==> config.mk <==
export PLATFORM = sky130hd
export DESIGN_NAME = mul4_rr_scheduler_flat
export DESIGN_NICKNAME = d
export VERILOG_FILES = /design/src/rtl/mul4_rr_scheduler_pkg.sv /design/src/rtl/mul4_rr_scheduler_if.sv /design/src/rtl/mul4_rr_scheduler_core.sv /design/src/rtl/mul4_rr_scheduler.sv /design/src/flat_wrapper.sv
export SDC_FILE = /design/constraint.sdc
export NUM_CORES = 1
export LEC_CHECK = 0
export ABC_AREA = 1
export CORE_AREA = 2 2 86 47
export DETAILED_ROUTE_END_ITERATION = 8
export DIE_AREA = 0 0 88 49
export DONT_BUFFER_PORTS = 1
export GPL_ROUTABILITY_DRIVEN = 0
export PLACE_DENSITY_LB_ADDON = 0.25
export RECOVER_POWER = 100
export SLEW_MARGIN = 20
export SYNTH_ARGS = -nofsm -noshare
export SYNTH_HDL_FRONTEND = slang
export SYNTH_SLANG_ARGS = --single-unit
==> constraint.sdc <==
create_clock -name clk -period 4.85 [get_ports clk]
set_input_delay 0.485 -clock clk [delete_from_list [all_inputs] [get_ports clk]]
set_output_delay 0.485 -clock clk [all_outputs]
set_load 0.01 [all_outputs]
==> src/rtl/mul4_rr_scheduler_pkg.sv <==
// Shared types and widths for the round-robin 4x4 multiplier scheduler.
package mul_sched_pkg;
   typedef enum logic [1:0] {
      IDLE = 2'd0,
      MUL  = 2'd1,
      RESP = 2'd2
   } state_t;

   localparam int OPW  = 4;
   localparam int PW   = 8;
   localparam int CNTW = 16;
endpackage

==> src/rtl/mul4_rr_scheduler_if.sv <==
// Requester-side handshake bundle; slave is the scheduler, master is the client side.
interface mul4_rr_scheduler_if #(parameter int NREQ = 2);
   import mul_sched_pkg::*;

   logic [NREQ-1:0]     req_valid;
   logic [NREQ-1:0]     req_ready;
   logic [OPW*NREQ-1:0] req_x;
   logic [OPW*NREQ-1:0] req_y;
   logic [NREQ-1:0]     rsp_valid;
   logic [NREQ-1:0]     rsp_ready;
   logic [PW-1:0]       rsp_s;
   logic                busy;
   logic [CNTW-1:0]     ops_done;

   modport master (
      output req_valid, req_x, req_y, rsp_ready,
      input  req_ready, rsp_valid, rsp_s, busy, ops_done
   );

   modport slave (
      input  req_valid, req_x, req_y, rsp_ready,
      output req_ready, rsp_valid, rsp_s, busy, ops_done
   );
endinterface

==> src/rtl/mul4_rr_scheduler_core.sv <==
// Combinational 4x4 unsigned array multiplier: one ripple row of full adders per Y bit.
module mul4_core
   import mul_sched_pkg::*;
(
   input  logic [OPW-1:0] X,
   input  logic [OPW-1:0] Y,
   output logic [PW-1:0]  s
);

   function automatic logic [1:0] f_fa(input logic a, input logic b, input logic c);
      return {(a & b) | (a & c) | (b & c), a ^ b ^ c};
   endfunction

   always_comb begin
      logic [3:0] w_up;
      logic [3:0] w_t;
      logic       w_c;
      logic [1:0] w_fa;
      s    = '0;
      w_t  = '0;
      w_c  = 1'b0;
      w_fa = '0;
      s[0] = X[0] & Y[0];
      // w_up carries the running partial sum aligned to the next row's weight
      w_up = {1'b0, X[3:1] & {3{Y[0]}}};
      for (int i = 1; i < 4; i++) begin
         w_c = 1'b0;
         for (int j = 0; j < 4; j++) begin
            w_fa   = f_fa(w_up[j], X[j] & Y[i], w_c);
            w_t[j] = w_fa[0];
            w_c    = w_fa[1];
         end
         s[i] = w_t[0];
         w_up = {w_c, w_t[3:1]};
      end
      s[7:4] = w_up;
   end

endmodule

==> src/rtl/mul4_rr_scheduler.sv <==
// Round-robin scheduler sharing one 4x4 multiplier among NREQ requesters.
module mul4_rr_scheduler
   import mul_sched_pkg::*;
#(
   parameter int NREQ = 2
) (
   input  logic                clk,
   input  logic                rst,
   mul4_rr_scheduler_if.slave  bus
);

   localparam logic [1:0] ST_IDLE = IDLE;
   localparam logic [1:0] ST_MUL  = MUL;
   localparam logic [1:0] ST_RESP = RESP;
   localparam logic [NREQ-1:0] ONE = {{(NREQ-1){1'b0}}, 1'b1};

   logic [1:0]      r_state;
   logic [1:0]      r_last;
   logic [1:0]      r_id;
   logic [OPW-1:0]  r_x;
   logic [OPW-1:0]  r_y;
   logic [PW-1:0]   r_res;
   logic [CNTW-1:0] r_ops_done;
   logic            r_busy;

   logic [2:0]      w_pick;
   logic            w_found;
   logic [1:0]      w_id;
   logic [NREQ-1:0] w_grant;
   logic [NREQ-1:0] w_rsp_sel;
   logic            w_rsp_hs;
   logic [PW-1:0]   w_prod;

   // Returns {found, index}: first valid requester after 'last', wrapping mod NREQ.
   function automatic logic [2:0] f_pick(input logic [NREQ-1:0] v, input logic [1:0] last);
      logic [3:0] v4;
      logic [1:0] idx;
      logic [2:0] r;
      v4 = 4'(v);
      r  = '0;
      for (int k = 1; k <= NREQ; k++) begin
         idx = 2'((int'(last) + k) % NREQ);
         if (!r[2] && v4[idx]) r = {1'b1, idx};
      end
      return r;
   endfunction

   assign w_pick    = f_pick(bus.req_valid, r_last);
   assign w_found   = w_pick[2];
   assign w_id      = w_pick[1:0];
   assign w_grant   = (r_state == ST_IDLE && w_found) ? (ONE << w_id) : '0;
   assign w_rsp_sel = (r_state == ST_RESP) ? (ONE << r_id) : '0;
   assign w_rsp_hs  = |(bus.rsp_ready & w_rsp_sel);

   mul4_core u_core (
      .X (r_x),
      .Y (r_y),
      .s (w_prod)
   );

   always_ff @(posedge clk or posedge rst) begin
      if (rst) begin
         r_state    <= ST_IDLE;
         r_last     <= 2'(NREQ - 1);
         r_id       <= '0;
         r_x        <= '0;
         r_y        <= '0;
         r_res      <= '0;
         r_ops_done <= '0;
         r_busy     <= 1'b0;
      end else begin
         case (r_state)
            ST_IDLE: begin
               if (w_found) begin
                  r_x     <= bus.req_x[{w_id, 2'b00} +: OPW];
                  r_y     <= bus.req_y[{w_id, 2'b00} +: OPW];
                  r_id    <= w_id;
                  r_state <= ST_MUL;
                  r_busy  <= 1'b1;
               end
            end
            ST_MUL: begin
               r_res   <= w_prod;
               r_state <= ST_RESP;
            end
            ST_RESP: begin
               if (w_rsp_hs) begin
                  r_last     <= r_id;
                  r_ops_done <= r_ops_done + 1'b1;
                  r_state    <= ST_IDLE;
                  r_busy     <= 1'b0;
               end
            end
            default: begin
               r_state <= ST_IDLE;
               r_busy  <= 1'b0;
            end
         endcase
      end
   end

   assign bus.req_ready = w_grant;
   assign bus.rsp_valid = w_rsp_sel;
   assign bus.rsp_s     = r_res;
   assign bus.busy      = r_busy;
   assign bus.ops_done  = r_ops_done;

endmodule

==> src/flat_wrapper.sv <==
// flat-port wrapper written by rule: the top's interface ports become plain ports
module mul4_rr_scheduler_flat import mul_sched_pkg::*;
#(
   parameter int NREQ = 2
)
  (clk, rst, bus_req_valid, bus_req_x, bus_req_y, bus_rsp_ready, bus_req_ready, bus_rsp_valid, bus_rsp_s, bus_busy, bus_ops_done);
  mul4_rr_scheduler_if #(.NREQ(NREQ)) bus_i ();
  input  logic clk;
  input  logic rst;
  input wire logic [$bits(bus_i.req_valid)-1:0] bus_req_valid;
  input wire logic [$bits(bus_i.req_x)-1:0] bus_req_x;
  input wire logic [$bits(bus_i.req_y)-1:0] bus_req_y;
  input wire logic [$bits(bus_i.rsp_ready)-1:0] bus_rsp_ready;
  output wire logic [$bits(bus_i.req_ready)-1:0] bus_req_ready;
  output wire logic [$bits(bus_i.rsp_valid)-1:0] bus_rsp_valid;
  output wire logic [$bits(bus_i.rsp_s)-1:0] bus_rsp_s;
  output wire logic [$bits(bus_i.busy)-1:0] bus_busy;
  output wire logic [$bits(bus_i.ops_done)-1:0] bus_ops_done;
  assign bus_i.req_valid = bus_req_valid;
  assign bus_i.req_x = bus_req_x;
  assign bus_i.req_y = bus_req_y;
  assign bus_i.rsp_ready = bus_rsp_ready;
  assign bus_req_ready = bus_i.req_ready;
  assign bus_rsp_valid = bus_i.rsp_valid;
  assign bus_rsp_s = bus_i.rsp_s;
  assign bus_busy = bus_i.busy;
  assign bus_ops_done = bus_i.ops_done;
  mul4_rr_scheduler #(.NREQ(NREQ)) u_core (.clk(clk), .rst(rst), .bus(bus_i));
endmodule
Yosys cells after proc, flatten, opt, wreduce, memory -nomap -nowiden --
Index checks and enable logic that the tools add are counted.
Storage, ports and cells: bits in registers 38, input port bits 22, word-level logic and storage cells 126
Operators by class: $add $sub $neg 3, magnitude comparators 2, equal/unequal tests 4, shift-type cells 4, mux-type cells 14, bitwise operators 82, reduce and logical (&&, ||, !) cells 9
Operators by type and width (number):
- AND 1 bit | 41
- XOR 1 bit | 20
- adder 16 x 1 -> 16 bit (second input constant) | 1
- bitwise OR 1 bit | 16
- variable part select 8 x 5 -> 4 bit | 2
- two-way mux 2 bit | 4
- less-than comparator 2 x 3 -> 1 bit (second input constant) | 2
- two-way mux 3 bit | 2
- case mux 2 bit (3 select lines) | 1
- AND reduction 2 bit | 3
- binary-select mux 1 bit (select 2 bit) | 2
- two-way mux 1 bit | 4
- inequality test 2 x 1 -> 1 bit (second input constant) | 2
- << shifter 1 x 2 -> 2 bit (first input constant) | 2
- AND 3 bit | 1
- case mux 1 bit (3 select lines) | 1
- AND reduction 3 bit | 1
- adder 1 bit (second input constant) | 2
- AND 1 bit (first input constant) | 2
- AND 2 bit | 1
- equality test 2 x 1 -> 1 bit (second input constant) | 1
- equality test 2 bit (second input constant) | 1
- logical AND 1 bit | 2
- logical NOT 2 bit | 1
- other kinds (3) | 3

Depth between registers and ports, before layout --
Gate-level depths: netlist of run 1.
depth in word-level cells 20, mapped depth 16

By module --
A second synthesis of run 1 with hierarchy kept.
Unflattened totals: cell total of the unflattened synthesis 254, area total of the unflattened synthesis 2108.3 µm²
By module, submodules not included:
- mul4_rr_scheduler | instances 1, cells an instance 203, area an instance 1751.7 µm²
- mul4_core | instances 1, cells an instance 51, area an instance 356.6 µm²

Least setup slack after synthesis of run 1 --
Ideal clock, no wire load.
kind reg-to-reg, from reg u_core.r_y[0], to reg u_core.r_res[6] (netlist: u_core.bus.rsp_s[6]), library setup time 0.118 ns, arrival 3.607 ns, required time 4.732 ns, slack 1.126 ns, cell stages (with the launch flop) 15, path buffers 0, clock period less this slack 3.724 ns, cells stage by stage dfrtp_1 -> nand2_1 -> inv_1 -> ha_1 -> fa_1 -> inv_1 -> fa_1 -> inv_1 -> fa_1 -> inv_1 -> fa_1 -> fa_1 -> fa_1 -> fa_1 -> o21ai_2
On the way: word-level cells in the longest chain between the ends 18, elaborated cells on any way between the ends 53, classes of those cells 53 x bitwise
Ends and longest elaborated chain:
- start: declaration | RTL line mul4_rr_scheduler.sv:21 | logic [OPW-1:0] r_y;
- start signal: assignment | RTL line mul4_rr_scheduler.sv:76 | r_y <= bus.req_y[{w_id, 2'b00} +: OPW];
- AND 3 bit (*) | RTL line mul4_rr_scheduler_core.sv:25 | w_up = {1'b0, X[3:1] & {3{Y[0]}}};
- AND 1 bit (2 in a row) | RTL line mul4_rr_scheduler_core.sv:11 | return {(a & b) | (a & c) | (b & c), a ^ b ^ c};
- bitwise OR 1 bit (2 in a row) | RTL line mul4_rr_scheduler_core.sv:11
- AND 1 bit | RTL line mul4_rr_scheduler_core.sv:11
- bitwise OR 1 bit (2 in a row) | RTL line mul4_rr_scheduler_core.sv:11
- XOR 1 bit (3 in a row) | RTL line mul4_rr_scheduler_core.sv:11
- AND 1 bit | RTL line mul4_rr_scheduler_core.sv:11
- bitwise OR 1 bit (2 in a row) | RTL line mul4_rr_scheduler_core.sv:11
- AND 1 bit | RTL line mul4_rr_scheduler_core.sv:11
- bitwise OR 1 bit (2 in a row) | RTL line mul4_rr_scheduler_core.sv:11
- XOR 1 bit (*) | RTL line mul4_rr_scheduler_core.sv:11
- end signal: assignment | RTL line mul4_rr_scheduler.sv:83 | r_res <= w_prod;
- end: declaration | RTL line mul4_rr_scheduler.sv:22 | logic [PW-1:0] r_res;
Mark *: on every way between the ends. The rest lies on a longest branch, timed or not. A chain may end at the register's enable or synchronous reset.

Final worst setup path of run 1 --
from reg u_core.r_x[1], to reg u_core.r_res[6] (netlist: u_core.bus.rsp_s[6])
On the way: word-level cells in the longest chain between the ends 18, elaborated cells on any way between the ends 54, classes of those cells 54 x bitwise
Ends and longest elaborated chain:
- start: declaration | RTL line mul4_rr_scheduler.sv:20 | logic [OPW-1:0] r_x;
- start signal: assignment | RTL line mul4_rr_scheduler.sv:75 | r_x <= bus.req_x[{w_id, 2'b00} +: OPW];
- AND 3 bit | RTL line mul4_rr_scheduler_core.sv:25
- AND 1 bit (2 in a row) | RTL line mul4_rr_scheduler_core.sv:11
- bitwise OR 1 bit (2 in a row) | RTL line mul4_rr_scheduler_core.sv:11
- AND 1 bit | RTL line mul4_rr_scheduler_core.sv:11
- bitwise OR 1 bit (2 in a row) | RTL line mul4_rr_scheduler_core.sv:11
- XOR 1 bit (3 in a row) | RTL line mul4_rr_scheduler_core.sv:11
- AND 1 bit | RTL line mul4_rr_scheduler_core.sv:11
- bitwise OR 1 bit (2 in a row) | RTL line mul4_rr_scheduler_core.sv:11
- AND 1 bit | RTL line mul4_rr_scheduler_core.sv:11
- bitwise OR 1 bit (2 in a row) | RTL line mul4_rr_scheduler_core.sv:11
- XOR 1 bit (*) | RTL line mul4_rr_scheduler_core.sv:11
Marks and branches as above.

==> reports/summary.md, run 1 <==
Summing every instance area after synthesis gives 0.00213 mm². The arrival time at the worst endpoint is 4.08 ns. The run gives 58.7% as the starting density of the core. The number of gates resized after cts was 0. The slowest cell on the critical path is sky130_fd_sc_hd__fa_1. The worst hold margin was 0.0558 ns.

The root buffer cell chosen for the clock tree is sky130_fd_sc_hd__clkbuf_8. The critical path launch point type is a register. Among the stages of the critical path, the cell type that occurs most often is sky130_fd_sc_hd__fa_1. The average wire per cell in the routed design came out at 13.9 µm. The leakage component of the power was 0.00113 µW; the wire length of the first global-routing pass was 7.47 mm.

For the cell area after layout, the log shows 0.00223 mm². The number of input and output port buffers inserted was 0; the die area was 0.00431 mm². The tools report the initial antenna violation count as 0.

0 antenna diodes ended up in the layout. After floorplanning, the core was divided into 16 placement rows. The filler cell count in the final layout is 325, and the number of remaining DRC errors is 0. Setup total negative slack on the finished layout was measured at 0 ns. The number of I/O pins is 51. STA classifies the critical path endpoint as a register. The setup fix buffers added after clock tree synthesis is 0, and the number of vias after detailed routing is 1625. The tools report the placeable core area as 0.00362 mm².

In the layout the commonest cells are sky130_fd_sc_hd__nand2_1 (110), sky130_fd_sc_hd__dfrtp_1 (36), sky130_fd_sc_hd__inv_1 (35), sky130_fd_sc_hd__nor2_1 (22), sky130_fd_sc_hd__nand3_1 (14). Post-synthesis to final-layout area growth: 5.12%. The routed design has 4.47 mm of wire. No sink is reached through more buffers than the 2 on the longest clock path. The run gives 3.37 mm as the half-perimeter wire length after placement.

The initial DRC count is 141. The tools report the required time of the worst setup path as 5.02 ns. Each instance of the synthesized netlist takes up on average 8.11 µm². In this run the critical register-to-register path is captured at u_core.bus.rsp_s[6]. The worst-skew pair later-pin latency is 0.29 ns, and the die boundary height is 49 µm.

After synthesis the netlist holds a flip-flop and latch count of 37. The tightest min-delay check is of the in -> async type. The fraction of final layout cells with drive strength greater than 1 works out to 3.37%.

The logic depth of the worst register-to-register path works out to 14. The pin count of the biggest net entering global routing came out at 28. In this run the number of H-tree levels came out at 2. For flop-to-flop paths, the worst setup slack is 0.94 ns. Of the available clock period, the critical path in the final layout requires 80.7%.

In this run the worst path has a maximum fanout of 5. Total power for the finished layout comes to 1260 µW. The number of sinks on the clock net came out at 37.

Die boundary width: 88 µm. For this run, the detailed router's first-pass iteration total came to 4. Worst slew slack as a fraction of its limit: 7.23%.

The run gives 0 as the final-report max-slew violation count. Leaving out fill and tap cells, the most frequent cell in the layout is sky130_fd_sc_hd__nand2_1. The worst setup path is of the reg -> reg kind. TritonCTS built the clock tree.

The routed via count divided by cell count came out at 5.06. Once detail routing completed, the nets flagged for antenna violations numbered 0. For the pin with the worst max-slew slack, the measured transition is 1.39 ns. Synthesis instantiated 22 different standard cells from the library. For the aggregate global routing overflow, the log shows 0. The tool flagged a number of max-cap violations equal to 0.

The tools report the area after detailed placement as 0.00216 mm². Of the synthesized area, sequential elements account for 43.6%. Global routing consumed, over all layers together, 23.1% of the routing resources. The final critical delay including setup and external delays was 3.91 ns; the delay of the slowest cell on the worst path was 0.48 ns. The power density over cell area is 564 mW/mm², and the peak ir drop on the vdd network is 275 µV. Walking the worst path, the cells encountered are nand2_1 -> inv_1 -> ha_1 -> fa_1 -> inv_1 -> fa_1 -> inv_1 -> fa_1 -> inv_1 -> fa_1 -> fa_1 -> fa_1 -> fa_1 -> o21ai_0.

The flow ran to the end, and the final reports show no timing, DRC or antenna violations. The worst setup path startpoint is u_core.r_x[1]. The tools report the post-synthesis net count as 297. The number of global-route vias before repair is 1477, and the gate count after technology mapping is 262. The storage element area is 927 µm², and the combined area of the multi-input logic cells is 971 µm². The number of clock buffers added by TritonCTS is 5. For the total of warnings raised by yosys, the log shows 0.

In this run the worst setup path terminates at u_core.bus.rsp_s[6]. The final-report setup violation count is 0. The tools report the hold violation total from the final report as 0. Clock-pin slew was measured on the worst setup and hold paths at 0.08 ns.

Net total in the final layout: 301. Setup repair after global routing left no endpoint under its margin. For the final database, setup skew stands at 0.00481 ns. Based on the critical path, the design can be clocked at up to 256 MHz. The startpoint identified for the worst register-to-register timing path is u_core.r_x[1]. For the count of hold-fix buffers inserted at cts, the log shows 0.
[worst min path at each step]
stage	cells after the start	startpoint	endpoint	slack (ns)
2_1_floorplan	2	u_core.r_last[0]	u_core.r_last[0]	0.44
3_3_place_gp	1	rst	u_core.bus.rsp_s[2]	0.38
3_5_place_dp	1	rst	u_core.bus.rsp_s[2]	0.39
4_1_cts	1	rst	u_core.bus.rsp_s[2]	0.07
5_1_grt	1	rst	u_core.bus.rsp_s[4]	0.08
6_report	1	rst	u_core.bus.rsp_s[2]	0.06
[registers in the layout, summed over array words and instances, names as in the netlist]
name,flops
u_core.r_y,4
u_core.bus.busy,1
u_core.r_state,2
u_core.r_id,1
u_core.r_last,1
u_core.r_x,4
u_core.bus.ops_done,16
u_core.bus.rsp_s,8
[synthesized netlist by cell type, drive strengths merged]
| master | number | area [µm²] |
|---|---|---|
| a21boi | 1 | 7.51 |
| buf | 4 | 41.3 |
| dfrtp | 36 | 901 |
| dfstp | 1 | 26.3 |
| fa | 8 | 160 |
| ha | 5 | 62.6 |
| inv | 35 | 131 |
| nand2 | 110 | 413 |
| nand3 | 14 | 75.1 |
| nand4 | 4 | 25.0 |
| nor2 | 22 | 106 |
| nor3 | 1 | 16.3 |
| o21ai | 10 | 65.1 |
| o21bai | 1 | 7.51 |
| xnor2 | 7 | 61.3 |
| xor2 | 3 | 26.3 |
[cell families (layout without fill, tap and decap cells)]
logic type      after synthesis  count (layout)  synth area share, %
xor+xnor                     10              10                 4.12
simple gates                151             151                 29.9
fa+ha+maj                    13              13                 10.5
compound gates               12              12                 3.77
buf+inv                      39              44                 8.12
flops                        37              37                 43.6
[worst max-delay path, delay by kind of cell, from the launching register on]
| family | cells | cell delay (ns) |
|---|---|---|
| and+or+nand+nor | 1 | 0.07 |
| adders and majority gates | 8 | 2.96 |
| DFF | 1 | 0.43 |
| AOI/OAI and AO/OA | 1 | 0.08 |
| buffers and inverters | 4 | 0.25 |
[final cells by class]
cell class / instances / share of cell area, %
inverters: 35 / 5.88
clock buffers: 5 / 3.08
flip-flops and latches: 37 / 41.5
clock inverters: 3 / 2.91
well taps: 54 / 3.02
repair buffers: 1 / 0.168
multi-input cells: 186 / 43.4
[per-stage QoR]
step,setup WS [ns],std cells,utilization (%)
after detailed placement,0.949,313,59.6
after floorplan,1.13,262,-
after global placement,1.03,313,59.6
after global routing,0.770,321,61.7
final,0.938,321,61.7
after CTS,0.945,321,63.3
[per-layer routing]
metal / vias up / global-route usage [%] / part of all wire [%]
li1: 804 / - / -
met1: 742 / 40.1 / 55
met4: 0 / 6.92 / 1.3
met5: - / 0 / 0
met3: 7 / 7.45 / 10
met2: 72 / 25.6 / 34
[power breakdown]
part | leakage, µW | internal (µW) | switching [µW]
Sequential | 0.000476 | 410 | 137
Clock | 0.0000681 | 204 | 116
Combinational | 0.000590 | 135 | 259
Total | 0.00113 | 749 | 512
Note: power is estimated with default switching activity, not from simulation.
==> run 2: changes to the inputs <==
--- a/config.mk
+++ b/config.mk
@@ -6,9 +6,9 @@
 export NUM_CORES = 1
 export LEC_CHECK = 0
 export ABC_AREA = 1
-export CORE_AREA = 2 2 86 47
+export CORE_AREA = 2 2 90 49
 export DETAILED_ROUTE_END_ITERATION = 8
-export DIE_AREA = 0 0 88 49
+export DIE_AREA = 0 0 92 51
 export DONT_BUFFER_PORTS = 1
 export GPL_ROUTABILITY_DRIVEN = 0
 export PLACE_DENSITY_LB_ADDON = 0.25
==> constraint.sdc (replaced) <==
create_clock -name clk -period 3.17 [get_ports clk]
set_input_delay 0.317 -clock clk [delete_from_list [all_inputs] [get_ports clk]]
set_output_delay 0.317 -clock clk [all_outputs]
set_load 0.01 [all_outputs]
==> reports/summary.md, run 2 (same netlist as run 1, synthesis figures left out) <==
The storage element area is 927 µm² (unchanged), and the aggregate global routing overflow is 0 (unchanged). The run gives 1 (+1) as the number of maximum-capacitance violations. The hold violation total from the final report was 0 (unchanged). The number of vias after detailed routing is 1652 (+1.7%). The first-pass detailed-route iteration total was 4 (unchanged); the power density over cell area was 843 mW/mm² (+49%). Buffer and inverter count on the worst path: 6 (+2). The path class of the tightest hold or removal check is in -> reg. The run gives 377 (+16%) as the filler cell count in the final layout. The arrival time at the worst endpoint is 3.87 ns (-0.21 ns).

The run gives 52.6% (-6.1 points) as the starting density of the core. The transition time at the pin with the least slew margin was 1.98 ns (+0.586 ns). The remaining antenna violation count after routing was 0 (unchanged); the routed via count divided by cell count was 4.93 (-2.6%). The tools report the wire length of the first global-routing pass as 7.48 mm (+0.19%). The critical path goes through nand2_1 -> inv_1 -> ha_1 -> fa_2 -> inv_2 -> fa_1 -> inv_2 -> fa_2 -> inv_2 -> fa_2 -> inv_2 -> fa_1 -> inv_2 -> fa_2 -> fa_1 -> o21ai_2.

The average wire per cell in the routed design came out at 13.6 µm (-2.4%). The run gives 41.8% (-1.6 points) as the share of power burned in registers. The final clock period utilization by the worst path was 117% (+37 points). The number of input and output port buffers inserted came out at 0 (unchanged).

The logs give 2 (unchanged) for the number of H-tree branching levels and 0.00782 ns (+0.00301 ns) for the clock skew after layout. The worst slew slack as a fraction of its limit was -31.9% (-39 points). The switching share of total power is 42.3% (+1.7 points). The worst-case setup slack after placement is -0.584 ns (-1.53 ns), and the final critical delay including setup and external delays is 3.72 ns (-0.196 ns). The logs give 0 (unchanged) for the antenna diode count and 0.00404 mm² (+12%) for the placeable core area. The run gives 3.43 mm (+1.6%) as the half-perimeter wire length after placement.

Among cell families on the critical path, the largest total delay comes from adder cells. The cell count along the critical path was 16 (+2). The combined area of the multi-input logic cells is 0.00101 mm² (+4.0%). The internal power is 1130 µW (+51%). Among all stages on the critical path, the largest delay is contributed by sky130_fd_sc_hd__fa_1. The logs give 21.4% (-1.7 points) for the overall routing resource usage and 3.33 ns (-1.69 ns) for the required time of the worst setup path. STA classifies the critical path endpoint as a register. For the leakage component of the power, the log shows 0.00117 µW (+3.4%).

The clock-pin transition on the worst setup and hold timing paths was 0.07 ns (about the same); the top achievable clock speed was 269 MHz (+5.3%). The setup path with the least slack is of type reg -> reg. For the share of power burned in the clock network, the log shows 17.1% (-8.3 points). The flow ran to the end, but the final reports show violations.

The logs give 0.00469 mm² (+8.8%) for the die area and 1475 (-0.14%) for the number of global-route vias before repair. The most numerous cell type found on the critical path is sky130_fd_sc_hd__inv_2. The count of hold-fix buffers inserted at cts is 0 (unchanged). Number of CTS-inserted buffers: 5 (unchanged).

The worst-skew pair later-pin latency is 0.29 ns (about the same). The tools report the area after detailed placement as 0.00223 mm² (+3.4%). The run gives 0.00232 mm² (+3.8%) as the cell area after layout. The fraction of final layout cells with drive strength greater than 1 is 12.2% (+8.9 points), and the die boundary height is 51 µm (+4.1%).

TritonCTS built the clock tree. The final-report max-slew violation count is 38 (+38), and the portion of total power attributed to combinational logic is 41.1% (+9.9 points). The number of sinks on the clock net was 37 (unchanged); the initial antenna violation count was 0 (unchanged). The routed wire length was 4.55 mm (+1.9%). The row count was 17 (+1); the number of I/O pins was 51 (unchanged). The logic depth of the worst register-to-register path was 16 (+2); the switching power summed over all nets was 827 µW (+61%). Buffer cell driving the clock tree root: sky130_fd_sc_hd__clkbuf_8. The final-report setup violation count is 3 (+3), and the initial DRC count is 100 (-29%). The flip-flop count of the largest register, all copies and words added came out at 16 (unchanged). The net total in the final layout was 313 (+4.0%); the post-synthesis to final-layout area growth was 9.12%.

Peak ir drop on the vdd network: 389 µV (+41%). Setup repair after global routing could not meet its margin everywhere. The die boundary width came out at 92 µm (+4.5%). The top cell types in the final layout, fill and taps aside, are sky130_fd_sc_hd__nand2_1 (110), sky130_fd_sc_hd__dfrtp_1 (36), sky130_fd_sc_hd__inv_1 (30), sky130_fd_sc_hd__nor2_1 (22), sky130_fd_sc_hd__nand3_1 (14). The delay of the slowest cell on the worst path came out at 0.51 ns (+0.03 ns). Number of remaining DRC errors: 0 (unchanged).

Final worst slack: -0.545 ns (-1.48 ns). The worst setup path is launched from a register. The most common library cell in the layout ignoring fill and taps is sky130_fd_sc_hd__nand2_1. The worst hold path passes through 2 cells. The number of buffers between clock root and the deepest sink is 2 (unchanged). The checks that failed: capacitance limit, slew limit, setup timing. The pin count of the biggest net entering global routing is 38 (+36%). The maximum fanout along the worst path is 4 (-1).
## run 2: cell type report
type,instances,share of cell area [%]
clock buffer,7,3.72
inverter,35,5.66
multi-input combinational,186,43.5
sequential,37,40.0
tap,57,3.07
timing repair buffer,13,4.05
## run 2: worst paths after layout
kind,from,end,slack [ns]
setup reg to reg,u_core.r_y[0],u_core.bus.rsp_s[6],-0.55
min in group asynchronous,rst,u_core.bus.rsp_s[5],0.62
hold reg to reg,u_core.r_last[0],u_core.r_last[0],0.47
max in group asynchronous,rst,u_core.bus.ops_done[15],1.40
setup / recovery,u_core.r_y[0],u_core.bus.rsp_s[6],-0.55
hold / removal,bus_req_y[7],u_core.r_y[3],0.15
## run 2: per-stage QoR
stage                     instances  setup TNS [ns]  hold slack, ns  power, µW  util (%)
final                           335           -1.24           0.154       1960      57.4
after floorplan                 262          -0.863           0.437       1390         -
after global placement          324           -1.09           0.349       1590      55.3
after detailed placement        324           -1.35           0.352       1610      55.3
after global routing            335           -1.67           0.147       2140      57.4
after CTS                       333           -1.31          0.0378       1980      57.8
## run 2: power groups by stage
stage          registers, µW  logic, µW  clock network (µW)
2_1_floorplan            793        600                   0
3_3_place_gp             821        770                   0
3_5_place_dp             820        793                   0
4_1_cts                  814        814                 348
5_1_grt                  838        931                 368
6_report                 817        804                 335
## run 2: per-layer routing
layer / share of wire (%) / up-vias / global-route usage [%]
met2: 35 / 72 / 23.4
met5: 0 / - / 0
met4: 0 / 0 / 5.97
met3: 9.5 / 0 / 7.08
li1: - / 831 / -
met1: 56 / 749 / 36.8
## run 2: timing repair
item / in CTS / in global routing
gates resized for setup: 1 / 3
pin swaps: 2 / 0
setup endpoints to repair: 3 / 3
buffers inserted: 2 / 2
cloned: 0 / 0
